$ cat src/rtl/vdp_pkg.sv
`default_nettype none
// +----------------------------------------------------------------------+
// | Package : vdp_pkg                                                     |
// | Brief   : Shared state encodings and VRAM timing constants for the    |
// |           VRAM-to-UART dump engine.                                   |
// | Rev     : 1.0  initial release                                        |
// +----------------------------------------------------------------------+
package vdp_pkg;

  // Cycles between presenting an address to the VRAM and its data appearing.
  localparam int unsigned VRAM_RD_LAT = 1;

  // Width of the counter that spans the VRAM read latency.
  localparam int unsigned LAT_W = (VRAM_RD_LAT > 1) ? $clog2(VRAM_RD_LAT) : 1;

  // Dump sequencer states.
  typedef enum logic [2:0] {
    ST_IDLE      = 3'd0,
    ST_FETCH     = 3'd1,
    ST_LOAD      = 3'd2,
    ST_WAIT_TX   = 3'd3,
    ST_CSUM      = 3'd4,
    ST_CSUM_WAIT = 3'd5
  } dump_state_e;

endpackage : vdp_pkg
`default_nettype wire

$ cat src/rtl/vram_dump.sv
`default_nettype none
// +----------------------------------------------------------------------+
// | Module  : vram_dump                                                   |
// | Brief   : Streams a block of VRAM bytes to a UART transmitter,        |
// |           followed by an 8-bit additive checksum byte.                |
// | Rev     : 1.0  initial release                                        |
// +----------------------------------------------------------------------+
module vram_dump
  import vdp_pkg::*;
#(
  parameter int ADDR_W = 14,
  parameter int LEN_W  = 15
) (
  input  logic              clk,
  input  logic              rst_n,
  input  logic              start,
  input  logic              abort,
  input  logic [ADDR_W-1:0] base_addr,
  input  logic [LEN_W-1:0]  length,
  output logic [ADDR_W-1:0] vram_addr,
  input  logic [7:0]        vram_do,
  output logic [7:0]        tx_data,
  output logic              tx_wr,
  input  logic              tx_done,
  output logic              busy,
  output logic              done
);

  dump_state_e       state_q,   state_d;
  logic [ADDR_W-1:0] addr_q,    addr_d;
  logic [LEN_W-1:0]  count_q,   count_d;
  logic [7:0]        sum_q,     sum_d;
  logic [7:0]        tx_data_q, tx_data_d;
  logic              tx_wr_q,   tx_wr_d;
  logic              busy_q,    busy_d;
  logic              done_q,    done_d;
  logic [LAT_W-1:0]  lat_q,     lat_d;

  // A tx_done arriving in the same cycle as our own strobe belongs to an
  // earlier byte, so it is never taken as completion of the current one.
  logic tx_done_ok;
  assign tx_done_ok = tx_done && !tx_wr_q;

  // Next-state and next-output computation for the dump sequencer.
  always_comb begin
    state_d   = state_q;
    addr_d    = addr_q;
    count_d   = count_q;
    sum_d     = sum_q;
    tx_data_d = tx_data_q;
    tx_wr_d   = 1'b0;
    busy_d    = busy_q;
    done_d    = 1'b0;
    lat_d     = lat_q;

    if (abort) begin
      // Abort overrides everything, including a start in IDLE.
      state_d = ST_IDLE;
      busy_d  = 1'b0;
      lat_d   = '0;
    end else begin
      case (state_q)
        ST_IDLE: begin
          if (start) begin
            addr_d  = base_addr;
            count_d = length;
            sum_d   = 8'h00;
            busy_d  = 1'b1;
            lat_d   = '0;
            state_d = (length != '0) ? ST_FETCH : ST_CSUM;
          end
        end

        ST_FETCH: begin
          // Hold the address until the synchronous RAM has produced data.
          if (lat_q == LAT_W'(VRAM_RD_LAT - 1)) begin
            lat_d   = '0;
            state_d = ST_LOAD;
          end else begin
            lat_d = lat_q + LAT_W'(1);
          end
        end

        ST_LOAD: begin
          tx_data_d = vram_do;
          sum_d     = sum_q + vram_do;
          tx_wr_d   = 1'b1;
          state_d   = ST_WAIT_TX;
        end

        ST_WAIT_TX: begin
          if (tx_done_ok) begin
            addr_d  = addr_q + ADDR_W'(1);
            count_d = count_q - LEN_W'(1);
            lat_d   = '0;
            state_d = (count_q == LEN_W'(1)) ? ST_CSUM : ST_FETCH;
          end
        end

        ST_CSUM: begin
          tx_data_d = sum_q;
          tx_wr_d   = 1'b1;
          state_d   = ST_CSUM_WAIT;
        end

        ST_CSUM_WAIT: begin
          if (tx_done_ok) begin
            done_d  = 1'b1;
            busy_d  = 1'b0;
            state_d = ST_IDLE;
          end
        end

        default: begin
          state_d = ST_IDLE;
          busy_d  = 1'b0;
        end
      endcase
    end
  end

  // State and registered outputs; reset clears everything immediately.
  always_ff @(posedge clk or negedge rst_n) begin
    if (!rst_n) begin
      state_q   <= ST_IDLE;
      addr_q    <= '0;
      count_q   <= '0;
      sum_q     <= 8'h00;
      tx_data_q <= 8'h00;
      tx_wr_q   <= 1'b0;
      busy_q    <= 1'b0;
      done_q    <= 1'b0;
      lat_q     <= '0;
    end else begin
      state_q   <= state_d;
      addr_q    <= addr_d;
      count_q   <= count_d;
      sum_q     <= sum_d;
      tx_data_q <= tx_data_d;
      tx_wr_q   <= tx_wr_d;
      busy_q    <= busy_d;
      done_q    <= done_d;
      lat_q     <= lat_d;
    end
  end

  assign vram_addr = addr_q;
  assign tx_data   = tx_data_q;
  assign tx_wr     = tx_wr_q;
  assign busy      = busy_q;
  assign done      = done_q;

endmodule : vram_dump
`default_nettype wire

$ cat config.mk
export PLATFORM = sky130hd
export DESIGN_NAME = vram_dump
export DESIGN_NICKNAME = d
export VERILOG_FILES = /design/src/rtl/vdp_pkg.sv /design/src/rtl/vram_dump.sv
export SDC_FILE = /design/constraint.sdc
export NUM_CORES = 1
export LEC_CHECK = 0
export CAP_MARGIN = 10
export CORE_MARGIN = 3
export CORE_UTILIZATION = 50
export CTS_BUF_LIST = sky130_fd_sc_hd__clkbuf_4 sky130_fd_sc_hd__clkbuf_8 sky130_fd_sc_hd__clkbuf_16
export CTS_CLUSTER_SIZE = 12
export DETAILED_ROUTE_END_ITERATION = 8
export DONT_BUFFER_PORTS = 1
export SLEW_MARGIN = 40
export SYNTH_ARGS = -nofsm -noshare
export SYNTH_HDL_FRONTEND = slang
export SYNTH_SLANG_ARGS = --single-unit
$ cat constraint.sdc
create_clock -name clk -period 6.25 [get_ports clk]
set_input_delay 1.5625 -clock clk [delete_from_list [all_inputs] [get_ports clk]]
set_output_delay 1.5625 -clock clk [all_outputs]
set_load 0.05 [all_outputs]
==> summary by stage <==
Placed design
After detailed placement, the total cell area comes to 0.00311 sq mm. The number of I/O port buffers is 0. The weighted congestion reported at the end of routability-driven placement is 0.805. The instance count after placement with tap cells included is 418. Detailed placement ended at an HPWL of 5120 microns.

Clock tree
The deepest clock path buffer count is 2. The post-CTS setup-driven buffer insertion count is 0. TritonCTS built the clock tree. The TritonCTS sink count is 51.

The later pin in the worst-skew pair is clocked with a latency of 300 ps. The number of gates resized after CTS was 0. The tree is rooted in a sky130_fd_sc_hd__clkbuf_8. The number of H-tree branching levels is 2. The number of buffers inserted during clock tree synthesis is 5.

Hold repair after CTS inserted 0 buffers. The clock slew at the register clock pins of the worst setup and hold paths is 90 ps.

Logic synthesis
In the synthesized netlist the dominant register cell turns out to be sky130_fd_sc_hd__dfrtp_1. Synthesis inferred 51 register bits. Yosys attributes the largest share of cell area to sky130_fd_sc_hd__dfrtp_1 (42%), sky130_fd_sc_hd__o21ai_0 (6.0%), sky130_fd_sc_hd__nand2_1 (5.7%). Yosys mapped the design onto 49 distinct sky130hd cell types. Yosys mapped a number of flops with a built-in enable equal to 0. For this run, the number of Yosys warnings is 0.

Of all cell types, the one taking the most synthesized area is sky130_fd_sc_hd__dfrtp_1. Sequential elements use 41.6% of the synthesized area. The number of nets in the synthesized netlist is 416. After technology mapping, the gate count stands at 363. The post-synthesis async set-or-reset flop share is 100%.

Sorting the synthesized cells by how often they occur yields sky130_fd_sc_hd__dfrtp_1 (51), sky130_fd_sc_hd__nand2_1 (47), sky130_fd_sc_hd__o21ai_0 (37), sky130_fd_sc_hd__a21oi_1 (34), sky130_fd_sc_hd__nor2_1 (33). After synthesis, the mean cell area works out to 8.46 sq um. The synthesized cell area is 0.00307 sq mm. The most frequent cell after synthesis is sky130_fd_sc_hd__dfrtp_1. Of the post-synthesis cell area, the dominant cell type holds 41.6%.

Timing
The post-route setup TNS is 0 ps. The highest attainable clock frequency is 336 MHz. Measured against its own limit, the worst slew margin works out to 46.8%.

The final critical path takes up 47.6% of the cycle. For the final database, setup skew stands at 7.77 ps. The total count of hold-check failures in the final report is 0. The number of setup violations in the final report is 0. The final critical path time including I/O delays and setup is 2980 ps. For the pin with the worst max-slew slack, the measured transition is 791 ps. The final max-slew violation count was 0. Setup repair after global routing left no endpoint under its margin. Hold timing on the final database bottoms out at a slack of 538 ps.

Final layout
The flip-flop and latch area is 0.00128 sq mm. Counting the fill cells in the layout gives 556. The synthesis-to-layout area growth is 5.59%. The repair_antennas step left the layout with diodes totalling 0.

In the final layout, the share of cells above drive strength 1 is 4.51%. The cell area after layout is 0.00324 sq mm. The combined area of the multi-input logic cells is 0.00171 sq mm. After the last flow step, the layout net total stands at 407. The end-of-flow core utilization is 56.8%. The number of standard cells in the layout, taps in and fillers out is 427.

Setup path
STA puts the critical path data arrival time at 3160 ps. The cell class contributing the biggest share of worst-path delay is adder cells. Of all nets on the critical path, the largest fanout is 2. STA classifies the critical path startpoint as an input port.

The largest single stage delay on the critical path is 400 ps. The capturing element type of the critical path is a flip-flop. The critical path in this run is classified as in -> reg. Together, buffers and inverters on the worst path number 0.

The most frequent cell on the critical path is sky130_fd_sc_hd__a21o_1. The slowest stage of the critical path belongs to the cell sky130_fd_sc_hd__fa_1. The required time reported for the critical path endpoint is 6430 ps. Traced cell by cell, the critical path runs through ha_1, fa_1, a21o_1, a21o_1, a21oi_1, nor4b_1, or3_1.

Floorplan
Row generation in the floorplan step produced 27 rows. In this run the standard cell core region covers 0.00571 sq mm. The horizontal die dimension is 84.3 microns.

In this run the vertical extent of the chip is 84.3 microns. For this design the top-level I/O count stands at 67. The area enclosed by the die boundary is 0.00711 sq mm. Once the floorplan was initialized, standard cells occupied 53.8% of the core.

Run status
The flow ran to the end, and the final reports show no timing, DRC or antenna violations.

Detailed routing
In the routed layout, each cell is associated on average with a via count of 6.18. After detailed routing, the total wire length is 7330 microns. The detailed router placed 2639 vias in this run. The number of routed nets with antenna violations is 0. The pre-antenna-repair detailed-routing pass consisted of 4 iterations.

In the final routed layout, each cell accounts on average for 17.2 microns. The number of design-rule violations left by the first detailed-router iteration is 146. In the routed design, unresolved DRC markers number 0.

Pwr
The share of total power dissipated in combinational logic is 23.8%. The leakage component of the power is 1.33 nW. The share of total power dissipated in the clock network is 18.2%.

Across the VDD grid, the largest voltage drop is 0.247 mV. The analysis attributes to net switching a power of 0.000619 W. The switching portion of total power is 46.7%. The internal power contribution is 0.000706 W. For this design the ratio of total power to cell area is 409 mW/mm^2. The relative contribution of sequential cells to total power is 58.0%.

GRT
The number of antenna violations at the first check in global routing is 0. The number of global-route vias before repair was 2582. The maximum number of pins on one net before global-route repair is 52. The first-pass GRT wire length is 12200 microns.

For this run, the total global-route usage over all layers was measured as 20.8%. The aggregate global routing overflow is 0.

Min path
The worst hold path class is reg -> reg.

Job
The count of maximum capacitance violations is 0.
[power groups by stage]
stage	registers (W)	logic, W	clock network (W)
2_1_floorplan	0.000738	0.000266	0
3_3_place_gp	0.000775	0.000305	0
3_5_place_dp	0.000775	0.000314	0
4_1_cts	0.000770	0.000315	0.000248
5_1_grt	0.000788	0.000364	0.000262
6_report	0.000769	0.000315	0.000242
[path summary, 6_finish.rpt]
kind | to | depth (start not counted) | slack (ps) | startpoint
max | sum_q[6] | 7 | 3270 | vram_do[0]
min | count_q[9] | 1 | 540 | count_q[9]
max reg2reg | vram_addr[12] | 6 | 3960 | vram_addr[0]
min reg2reg | count_q[9] | 1 | 540 | count_q[9]
max in group asynchronous | count_q[8] | 0 | 5220 | rst_n
min in group asynchronous | vram_addr[3] | 0 | 940 | rst_n
[metal layers]
metal  wire, microns  GRT usage [%]
met5               0              0
met4              74           5.76
met3             389           4.32
met2            3570           34.9
met1            3300           27.2
[final cells by class]
class | count | area share, %
timing repair buffer | 3 | 0.811
multi-input combinational | 288 | 52.8
sequential | 51 | 39.4
inverter | 5 | 0.579
tap | 72 | 2.78
clock buffer | 6 | 2.55
clock inverter | 2 | 1.08
[cell usage in the layout, fill, tap and decap left out, types with 3 or more instances in the layout]
| cell | count |
|---|---|
| sky130_fd_sc_hd__a31oi_1 | 3 |
| sky130_fd_sc_hd__nor2b_1 | 3 |
| sky130_fd_sc_hd__o2bb2ai_1 | 3 |
| sky130_fd_sc_hd__nand4_1 | 5 |
| sky130_fd_sc_hd__nor3_1 | 11 |
| sky130_fd_sc_hd__mux2i_1 | 8 |
| sky130_fd_sc_hd__xnor2_1 | 3 |
| sky130_fd_sc_hd__a22oi_1 | 6 |
| sky130_fd_sc_hd__ha_1 | 10 |
| sky130_fd_sc_hd__inv_1 | 5 |
| sky130_fd_sc_hd__o32ai_1 | 3 |
| sky130_fd_sc_hd__nor3b_1 | 3 |
| sky130_fd_sc_hd__a22o_1 | 3 |
| sky130_fd_sc_hd__o21ai_0 | 37 |
| sky130_fd_sc_hd__a2bb2oi_1 | 4 |
| sky130_fd_sc_hd__nand3_1 | 16 |
| sky130_fd_sc_hd__nand2_1 | 47 |
| sky130_fd_sc_hd__a21oi_1 | 34 |
| sky130_fd_sc_hd__nor4_1 | 5 |
| sky130_fd_sc_hd__clkbuf_8 | 6 |
| sky130_fd_sc_hd__nand2b_1 | 3 |
| sky130_fd_sc_hd__a21o_1 | 4 |
| sky130_fd_sc_hd__nand3b_1 | 3 |
| sky130_fd_sc_hd__o22ai_1 | 10 |
| sky130_fd_sc_hd__nor2_1 | 33 |
| sky130_fd_sc_hd__dfrtp_1 | 51 |
[cell families after synthesis]
logic type | share of synthesized area [%]
buffers and inverters | 3.06
DFF | 41.6
adders and majority gates | 4.73
xor gates and xnor gates | 1.43
AOI/OAI and AO/OA | 23.6
muxes | 2.61
and+or+nand+nor | 23.0
[per-stage QoR]
| step | setup slack [ps] | power, W |
|---|---|---|
| floorplan | 3060 | 0.00100 |
| global placement | 2880 | 0.00108 |
| detailed placement | 2940 | 0.00109 |
| CTS | 3280 | 0.00133 |
| global route | 3160 | 0.00141 |
| finish | 3270 | 0.00133 |
[state kept, by name, indices dropped and copies added, names as in the netlist]
signal and count:
busy 1, count_q 15, done 1, state_q 3, sum_q 8, tx_data 8, tx_wr 1, vram_addr 14
No activity file was read; power rests on OpenSTA's default activity.
